$ cat config.mk
export PLATFORM = sky130hd
export DESIGN_NAME = cdc_handshake_tx
export DESIGN_NICKNAME = d
export VERILOG_FILES = /design/src/rtl/cdc_handshake_tx.sv
export SDC_FILE = /design/constraint.sdc
export NUM_CORES = 1
export LEC_CHECK = 0
export ABC_AREA = 1
export BUFFER_PORTS_ARGS = -buffer_cell sky130_fd_sc_hd__buf_2
export CORE_ASPECT_RATIO = 0.8
export CORE_UTILIZATION = 48
export DETAILED_ROUTE_END_ITERATION = 12
export HOLD_SLACK_MARGIN = 0.1
export PLACE_DENSITY = 0.72
export SYNTH_ARGS = -nofsm -noshare
export SYNTH_HDL_FRONTEND = slang
export SYNTH_SLANG_ARGS = --single-unit
$ cat constraint.sdc
create_clock -name clk -period 1.23 [get_ports clk]
set_input_delay 0.0615 -clock clk [delete_from_list [all_inputs] [get_ports clk]]
set_output_delay 0.0615 -clock clk [all_outputs]
set_load 0.01 [all_outputs]
$ cat src/rtl/cdc_handshake_tx.sv
// Sending side of a four-phase req/ack clock-domain crossing: accepts a word locally,
// holds it under tx_req, and sequences req against a synchronized copy of tx_ack.
module cdc_handshake_tx #(
  parameter int DATA_W      = 8,
  parameter int SYNC_STAGES = 2,
  parameter int TIMEOUT     = 255
) (
  input  logic              clk,
  input  logic              rst,
  input  logic              in_valid,
  input  logic [DATA_W-1:0] in_data,
  output logic              in_ready,
  output logic              tx_req,
  output logic [DATA_W-1:0] tx_data,
  input  logic              tx_ack,
  output logic              busy,
  output logic              timeout_err,
  output logic [7:0]        xfer_count
);

  localparam logic [1:0] S_IDLE = 2'd0;
  localparam logic [1:0] S_REQ  = 2'd1;
  localparam logic [1:0] S_REL  = 2'd2;
  localparam logic [7:0] TO_LAST = 8'(TIMEOUT - 1);

  logic [1:0]             state_q, state_d;
  logic [7:0]             cnt_q, cnt_d;
  logic                   req_q, req_d;
  logic [DATA_W-1:0]      data_q, data_d;
  logic                   err_q, err_d;
  logic [7:0]             count_q, count_d;
  logic                   acked_q, acked_d;
  logic [SYNC_STAGES-1:0] sync_q, sync_d;
  logic                   ack_s;

  // Only the last synchronizer stage is ever seen by the sequencing logic.
  assign ack_s = sync_q[SYNC_STAGES-1];

  // Next-state logic: accept, wait for ack rise, wait for ack fall, with per-state timeout.
  always_comb begin
    sync_d  = {sync_q[SYNC_STAGES-2:0], tx_ack};
    state_d = state_q;
    cnt_d   = cnt_q;
    req_d   = req_q;
    data_d  = data_q;
    err_d   = 1'b0;
    count_d = count_q;
    acked_d = acked_q;
    case (state_q)
      S_IDLE: begin
        if (in_valid) begin
          data_d  = in_data;
          req_d   = 1'b1;
          state_d = S_REQ;
          cnt_d   = 8'd0;
          acked_d = 1'b0;
        end else begin
          state_d = S_IDLE;
        end
      end
      S_REQ: begin
        if (ack_s) begin
          req_d   = 1'b0;
          state_d = S_REL;
          cnt_d   = 8'd0;
          acked_d = 1'b1;
        end else if (cnt_q == TO_LAST) begin
          err_d   = 1'b1;
          req_d   = 1'b0;
          state_d = S_REL;
          cnt_d   = 8'd0;
          acked_d = 1'b0;
        end else begin
          cnt_d = cnt_q + 8'd1;
        end
      end
      S_REL: begin
        // A transfer only counts if the peer actually acknowledged it.
        if (!ack_s) begin
          state_d = S_IDLE;
          cnt_d   = 8'd0;
          if (acked_q) begin
            count_d = count_q + 8'd1;
          end else begin
            count_d = count_q;
          end
        end else if (cnt_q == TO_LAST) begin
          err_d   = 1'b1;
          state_d = S_IDLE;
          cnt_d   = 8'd0;
        end else begin
          cnt_d = cnt_q + 8'd1;
        end
      end
      default: begin
        state_d = S_IDLE;
        req_d   = 1'b0;
        cnt_d   = 8'd0;
      end
    endcase
  end

  // State and output registers with synchronous reset.
  always_ff @(posedge clk) begin
    if (rst) begin
      state_q <= S_IDLE;
      cnt_q   <= 8'd0;
      req_q   <= 1'b0;
      data_q  <= '0;
      err_q   <= 1'b0;
      count_q <= 8'd0;
      acked_q <= 1'b0;
      sync_q  <= '0;
    end else begin
      state_q <= state_d;
      cnt_q   <= cnt_d;
      req_q   <= req_d;
      data_q  <= data_d;
      err_q   <= err_d;
      count_q <= count_d;
      acked_q <= acked_d;
      sync_q  <= sync_d;
    end
  end

  assign in_ready    = (state_q == S_IDLE);
  assign busy        = (state_q != S_IDLE);
  assign tx_req      = req_q;
  assign tx_data     = data_q;
  assign timeout_err = err_q;
  assign xfer_count  = count_q;

endmodule

# After elaboration in Yosys (flattened, before gate mapping)
# Cells that the tools add are included.
dict set report word_totals {
  word_cells 48
  register_bits 31
}
dict set report op_classes {
  n_addsub 2
  reduce_logical 8
  n_bitwise 2
  eq_ne 6
  muxes 22
}
# cell count
set ops {}
lappend ops {{8-bit 2-to-1 mux} 4}
lappend ops {{8-bit one-hot mux with 3 select lines} 1}
lappend ops {{8-bit by 1-bit adder with 8-bit output, second input constant} 2}
lappend ops {{1-bit 2-to-1 mux} 9}
lappend ops {{3-bit AND reduction} 3}
lappend ops {{8-bit == test, second input constant} 1}
lappend ops {{2-bit 2-to-1 mux} 4}
lappend ops {{3-bit inequality test, second input constant} 2}
lappend ops {{2-bit one-hot mux with 3 select lines} 1}
lappend ops {{1-bit one-hot mux with 2 select lines} 2}
lappend ops {{2-bit AND reduction} 2}
lappend ops {{2-bit nonzero test} 2}
lappend ops {{1-bit one-hot mux with 3 select lines} 1}
lappend ops {{2-bit by 1-bit == test with 1-bit output, second input constant} 1}
lappend ops {{2-bit == test, second input constant} 1}
lappend ops {{2-bit logical NOT} 1}
lappend ops {{2-bit inequality test, second input constant} 1}
lappend ops {{1-bit NOT} 2}

# Longest topological paths before layout
dict set report depth {
  word_depth 4
  ltp_mapped 9
  depth_no_buf 9
}

# Least setup slack after synthesis
# No wires, ideal clock.
dict set report synth_timing {
  path_kind {register -> register}
  from {register state_q[0]}
  to {register state_q[0]}
  synth_period_minus_slack_ps 1353
  t_arrival_ps 1238
  required_time_ps 1114
  slack_ps -123
  path_stages_with_launch 7
  cell_sequence {dfxtp_1 > inv_1 > ha_1 > nand2_1 > clkinv_1 > nor2_1 > nor2_1}
}
dict set report synth_via {
  elab_cells_between_ends 7
}
# element line_no
set synth_rtl {}
lappend synth_rtl {{start, declared} 26} ;# logic [1:0] state_q, state_d;
lappend synth_rtl {{start signal, assigned} 115} ;# state_q <= state_d;
lappend synth_rtl {{2-bit logical NOT} --}
lappend synth_rtl {{via in_ready} 12} ;# output logic in_ready,
lappend synth_rtl {{2-bit one-hot mux with 3 select lines} 49} ;# case (state_q)
# The timed path passes the listed nets, and every way through them passes these cells.
# A chain may end at the register's enable or synchronous reset.

# Worst setup path in the final report
dict set report layout_timing {
  from {register state_q[1]}
  to {register cnt_q[3]}
}
dict set report layout_via {
  elab_chain_cells 2
  elab_cells_between_ends 5
}
# element line_no
set layout_rtl {}
lappend layout_rtl {{2-bit == test, or another cell as far along} 49}
lappend layout_rtl {{8-bit one-hot mux with 3 select lines or 2-bit inequality test (tied branches)} --}
lappend layout_rtl {{end signal, assigned} 116} ;# cnt_q <= cnt_d;
lappend layout_rtl {{end, declared} 27} ;# logic [7:0] cnt_q, cnt_d;
# Parallel ways exist; a longest one is shown, timed or not.

==> results.toml <==
[status]
status = "finished, violations left"
violations = "negative setup slack"

[power_and_ir_drop]
sw_frac_of_total_pct = 30.9
pwr_density_cell_nw_per_um2 = 1290
p_comb_share_pct = 31.8
p_leak_nw = 1.01
clock_power_share_pct = 29.4
p_int_mw = 2.02
ir_drop_mv = 0.945
finalPower_mw = 2.92
seq_power_share_pct = 38.8
switching_power_mw = 0.900

[worst_setup_path]
path_max_fanout = 4
crit_cells = 8
r2r_setup_slack_ns = -0.14
worstSetupPathType = "register to register"
critPathTopFamily = "simple AND/OR/NAND/NOR gates"
cp_slowest_cell = "dfxtp_4"
reg2reg_depth = 8
cp.buffers_inverters = 2
arrival_ns = 1.58
critPathMaxStageDelay_ns = 0.37
worstSetupStartpointType = "register"
cp-end-kind = "register"
path_cells = "inv_4, ha_4, inv_4, o21ai_4, nand3_2, nand2_4, nand2_4, nor2_2"
required_ns = 1.44

[cells_and_area]
syn_to_final_growth_pct = 52.0
antenna_cells = 0
fillCellCount = 202
fin_nets = 290
drive_above_1_share_pct = 43.6

[drt]
route.detailed.drc = 0
avgRoutedWirePerCell_um = 12.0
wl_mm = 3.73
drtAntennaViolNets = 0
top_layer = "met4"
via_count = 1521
route.met2.wl_mm = 1.67
drt_iter0_markers = 58
wl_met1_mm = 1.83
wl_met3_um = 188
firstDrtPassIters = 4
viasPerCell = 4.89

[clock_tree]
cts_tree = "yes"
clockBufferDepth = 2
clock_latency_ns = 0.28
clk_pin_slew_ns = 0.06
cts_buffers = 5
numClockSinks = 31
htreeDepth = 2
clock-root-buffer = "clkbuf_8"

[floorplanning]
dieArea_um2 = 3330
ios = 32
die_w_um = 64.3
num_rows = 17
start_util_pct = 52.2
coreArea_um2 = 2850
die_y_um = 51.8

[timing]
drv_slew = 0
worst_pin_slew_ns = 0.376
finalClockSkew_ns = 0.00590
grt_setup_unrepaired = "true"
setup_viol = 17
maxSlewHeadroom_pct = 74.9
post-route-min-period_ns = 1.37
setup_slack_ns = -0.136
max_freq_ghz = 0.732
final-hold-violation-count = 0
fin_crit_sh_pct = 111

[synth]
syn_area_um2 = 1490
synth_seq_cells = 31
netlist_instances = 206
syn-mean-instance-area_um2 = 7.23
yosysWarnings = 0
ys_types = 26
synthTopCellsByArea = "dfxtp_1, nor2_1, nand2_1, inv_1, ha_1"
yosys.area.top_type = "dfxtp_1"
syn-num-nets = 224
synth.top_cell.area_share_pct = 41.7
synth-seq-area-share_pct = 41.7

[global_routing]
grt.overflow.total = 0
grt_pass1_wl_mm = 5.93
grt_pass1_vias = 1329
antenna_found_initial = 0
grt_max_degree = 14
grt_use_total_pct = 23.6

[placed_design]
post-place-ws_ns = -0.109
io_buffers = 31
dp_hpwl_mm = 2.40
globalplace.congestion = 0.832

[flow_run]
maxCapViolCount = 0

[min_path]
worst_hold_path.num_cells = 4
hold_class = "input port to register"
## layer usage
layer	global-route usage (%)	vias up
li1	-	781
met1	31.5	683
met2	38.4	51
met3	5.92	6
met4	5.56	0
met5	0	-
## cells in the final DEF, fill, tap and decap left out, types with 10 or more instances in the layout
master / n
buf_2: 30
buf_4: 17
dfxtp_1: 27
dlygate4sd3_1: 10
inv_1: 16
nand2_1: 26
nand3_1: 10
nor2_1: 37
nor2_2: 10
## cell families (layout without fill, tap and decap cells)
family	count (synthesis)	count (layout)	share of synthesized area (%)
simple gates	111	111	34.6
flops	31	31	41.7
buf+inv	29	96	7.56
xor+xnor	2	2	1.18
fa+ha+maj	6	6	5.04
compound gates	27	27	9.92
## per-stage QoR
stage	setup TNS, ns	hold slack (ns)	utilization [%]	instance area (µm²)	std cells
floorplan	0	0.168	-	1500	206
global placement	-0.433	0.271	64.1	1830	291
detailed placement	-0.819	0.281	64.1	1830	291
CTS	-0.0855	0.134	74.9	2140	310
global route	-2.26	0.153	79.4	2260	311
finish	-1.02	0.153	79.4	2260	311
## layout make-up
cell class / count / area (µm²) / area share (%)
well taps: 38 / 47.5 / 2.10
inverters: 26 / 115 / 5.09
flip-flops and latches: 31 / 633 / 28.0
multi-input cells: 146 / 933 / 41.2
repair buffers: 62 / 434 / 19.2
clock buffers: 8 / 100 / 4.42
## Yosys cell counts, drive strengths merged
library cell  instances
nor2                 54
nand2                40
dfxtp                31
inv                  25
o21ai                17
nand3                14
a21oi                 8
ha                    6
nand4                 3
buf                   2
o21bai                2
clkbuf                1
clkinv                1
xnor2                 1
xor2                  1
## final timing paths
kind                                 start        end
worst min register to register   sync_q[0]  sync_q[1]
worst max-delay path            state_q[1]   cnt_q[3]
worst min-delay path              in_valid   cnt_q[0]
worst max register to register  state_q[1]   cnt_q[3]
## flip-flops by register name (all words and copies together), names as in the netlist
name and count:
cnt_q 8, tx_data 8, xfer_count 8, state_q 2
sync_q 2, acked_q 1, timeout_err 1, tx_req 1
## power groups by stage
stage               Sequential, mW  Combinational, mW  Clock, mW
global placement              1.13              0.659          0
CTS                           1.13              0.800      0.866
global route                  1.14              0.998      0.920
detailed placement            1.13              0.662          0
finish                        1.13              0.927      0.858
floorplan                     1.16              0.358          0
## tightest hold or removal path, cell delays in order
cell,delay (ns)
buf_2,0.14
nor2_4,0.08
nand2_1,0.05
a21oi_1,0.05
## repair_timing
item | 4_1_cts | 5_1_grt
resized for setup | 29 | 41
buffers inserted | 1 | 1
hold buffers | 10 | 0
hold endpoints to repair | 10 | 0
pin swaps | 10 | 16
gates cloned | 0 | 0
setup endpoints to repair | 27 | 29
No activity file was read; power rests on OpenSTA's default activity.
